## config.mk

```make
export PLATFORM = sky130hd
export DESIGN_NAME = sindrome_to_7seg
export DESIGN_NICKNAME = d
export VERILOG_FILES = /design/src/rtl/sindrome_to_7seg.sv
export SDC_FILE = /design/constraint.sdc
export NUM_CORES = 1
export LEC_CHECK = 0
export CAP_MARGIN = 10
export CORE_AREA = 2 2 39 41
export DETAILED_ROUTE_END_ITERATION = 7
export DIE_AREA = 0 0 41 43
export DONT_BUFFER_PORTS = 1
export PLACE_DENSITY = 0.48
export RECOVER_POWER = 50
export SETUP_SLACK_MARGIN = 0.4
export SLEW_MARGIN = 0
export SYNTH_ARGS = -nofsm -noshare
export SYNTH_HDL_FRONTEND = slang
export SYNTH_SLANG_ARGS = --single-unit
```

## constraint.sdc

```tcl
create_clock -name clk -period 0.9 [get_ports clk]
set_input_delay 0.27 -clock clk [delete_from_list [all_inputs] [get_ports clk]]
set_output_delay 0.27 -clock clk [all_outputs]
set_load 0.02 [all_outputs]
```

## src/rtl/sindrome_to_7seg.sv

```systemverilog
// Decodes a 3-bit Hamming syndrome to a registered 7-segment hex glyph and a nonzero-syndrome flag.
// Latency: 1 core clock from sin/blank to seg/err. Reset forces the display blank.
// Backpressure: none; a new input is accepted every cycle.
module sindrome_to_7seg #(
    parameter bit SEG_ACTIVE_LOW = 1'b0
) (
    input  logic       clk,
    input  logic       rst,
    input  logic [2:0] sin,
    input  logic       blank,
    output logic [6:0] seg,
    output logic       err
);

    // Segment polarity mask; reset and blank are "all off" in the logical domain too.
    localparam logic [6:0] POL_MASK = {7{SEG_ACTIVE_LOW}};
    localparam logic [6:0] SEG_OFF  = 7'h00 ^ POL_MASK;

    logic [6:0] glyph;
    logic [6:0] seg_nxt;

    always_comb begin
        glyph = 7'h00;
        case (sin)
            3'd0: glyph = 7'h3F;
            3'd1: glyph = 7'h06;
            3'd2: glyph = 7'h5B;
            3'd3: glyph = 7'h4F;
            3'd4: glyph = 7'h66;
            3'd5: glyph = 7'h6D;
            3'd6: glyph = 7'h7D;
            3'd7: glyph = 7'h07;
        endcase
    end

    always_comb begin
        seg_nxt = blank ? 7'h00 : glyph;
        seg_nxt = seg_nxt ^ POL_MASK;
    end

    always_ff @(posedge clk or posedge rst) begin
        if (rst) begin
            seg <= SEG_OFF;
            err <= 1'b0;
        end else begin
            seg <= seg_nxt;
            err <= (sin != 3'd0);
        end
    end

endmodule

```

==> flow_summary.yaml <==
grt:
  grt_overflow: 0
  met3_usage_pct: 2.62
  grt_pass1_vias: 208
  grtUsageTotal_pct: 7.42
  grt_pass1_wl_um: 903
  met1_usage_pct: 7.37
  grt_max_degree: 9
  top_usage_layer: "met2"
  met2_usage_pct: 12.5
  antenna_found_initial: 0
drt:
  dr.pass1.iters: 3
  drtIter0Drc: 1
  routed_wl_um: 554
  drc_errors: 0
  vias: 213
  avgRoutedWirePerCell_um: 11.1
  vias_per_cell: 4.26
  ant_nets: 0
logic_synthesis:
  netlist-cell-type-count: 9
  syn-num-nets: 42
  syn_avg_cell_area_sq_um: 11.9
  postSynthCellCount: 31
  synth_warnings: 0
  synth_area_sq_um: 369
  synth_seq_cells: 8
  seq_area_frac_synth_pct: 54.2
floorplan:
  coreArea_sq_um: 1380
  start_util_pct: 26.7
  die_width_um: 41
  die_h_um: 43
  rows: 14
  ioPinCount: 14
  die-area_sq_um: 1760
timing:
  rsz0062_at_grt: "yes"
  fmax_mhz: 1050
  maxSlewViolCount: 0
  whs_ps: -146
  hold_viol: 8
  slew_headroom_pct: 81.1
  fin_ws_ps: -51.3
  finalCriticalPeriod_ps: 951
  finalCritPeriodShare_pct: 106
  setup_violations: 8
  max_slew.worst_pin.slew_ps: 283
final_layout:
  nets: 47
  layout-area-overhead-vs-synth_pct: 43.4
  layout-drive-gt1-share_pct: 73.5
  antenna_cells: 0
  finalInstanceArea_sq_um: 529
  final_cell_mix: "dfrtp_2 (8), a21oi_2 (5), ha_4 (4)"
  fin_cells: 50
  mostFrequentLayoutCell: "dfrtp_2"
power_and_ir_drop:
  powerDensity_nw_per_um2: 1440
  p_leak_nw: 0.210
  vdd_ir_drop_max_uv: 347
placed_design:
  hpwl_um: 481
  dp_cells: 47
  place_area_sq_um: 467
  place_congestion: 0.603
  port_buffers: 0
setup_path:
  cp-end-kind: "primary output"
  critPathMaxFanout: 1
  worstSetupPathType: "register to primary output"
  cp.required_ps: 630
  timing.critical_path.from_type: "register"
  arrival_ps: 680
job:
  maxCapViolations: 0
status:
  violations: "negative hold slack, negative setup slack"
  status: "finished with violations"
clock_network:
  clock_sinks: 8
  htreeDepth: 1
  cts_setup_buffers: 0
  clk_pin_slew_ps: 50
  cts_tree: "done"
  cts_inserted_buffers: 3
  root_buffer: "clkbuf_4"
  cts.path.max_buffers: 2
min_path:
  hold_class: "input port to async pin"
-- Yosys cell counts --
cell type,instances,share of area (%)
inv_1,5,5.1
nand2b_1,3,5.1
ha_1,5,17
or2_4,1,2.4
nand2b_4,1,3.7
nand2_1,1,1.0
a21oi_2,2,4.7
dfrtp_1,8,54
a21oi_1,5,6.8
-- report_power, final --
group          switching (W)  internal (W)  leakage, nW
clock              0.0000979      0.000151       0.0138
combinational      0.0000386     0.0000476        0.107
sequential         0.0000384      0.000388       0.0889
-- sequential cells by signal (all words and copies together) (netlist names) --
name,flops
seg,7
err,1
-- per-stage QoR --
stage / worst slack (ps) / utilization (%) / total power [W] / setup TNS [ps]
2_1_floorplan: 47.7 / - / 0.000494 / 0
3_3_place_gp: 33.7 / 33.7 / 0.000504 / 0
3_5_place_dp: 28.2 / 33.7 / 0.000506 / 0
4_1_cts: -60.5 / 37.2 / 0.000770 / -431
5_1_grt: -87.7 / 38.2 / 0.000828 / -636
6_report: -51.3 / 38.2 / 0.000761 / -376
-- worst max-delay path by stage --
stage	startpoint	end	depth (start not counted)
2_1_floorplan	sin[1]	seg[0]$_DFF_PP0_	4
3_3_place_gp	sin[1]	seg[0]$_DFF_PP0_	4
3_5_place_dp	sin[1]	seg[0]$_DFF_PP0_	4
4_1_cts	err$_DFF_PP0_	err	0
5_1_grt	seg[6]$_DFF_PP0_	seg[6]	0
6_report	err$_DFF_PP0_	err	0
-- cell families (layout without fill, tap and decap cells) --
logic type | count (synthesis) | in the layout | share of synthesized area [%]
and+or+nand+nor | 6 | 6 | 12.2
AOI/OAI and AO/OA | 7 | 7 | 11.5
buffers and inverters | 5 | 8 | 5.09
adders and majority gates | 5 | 5 | 16.9
DFF | 8 | 8 | 54.2
-- what timing repair did --
action	in CTS	in global routing
gates resized for setup	7	5
pin swaps	3	0
hold endpoints to repair	8	8
setup endpoints to repair	13	10
cloned	0	0
-- metal layers --
metal | wire length [um] | vias to the layer above
met4 | 0 | 0
met1 | 184 | 97
met3 | 77 | 0
met5 | 0 | -
met2 | 293 | 12
li1 | - | 104
-- layout make-up --
cell class | count | area (sq um)
Fill cell | 137 | 855
Multi-Input combinational cell | 18 | 219
Sequential cell | 8 | 210
Inverter | 5 | 57.6
Clock buffer | 3 | 22.5
Tap cell | 16 | 20.0
Note: power is estimated with default switching activity, not from simulation.
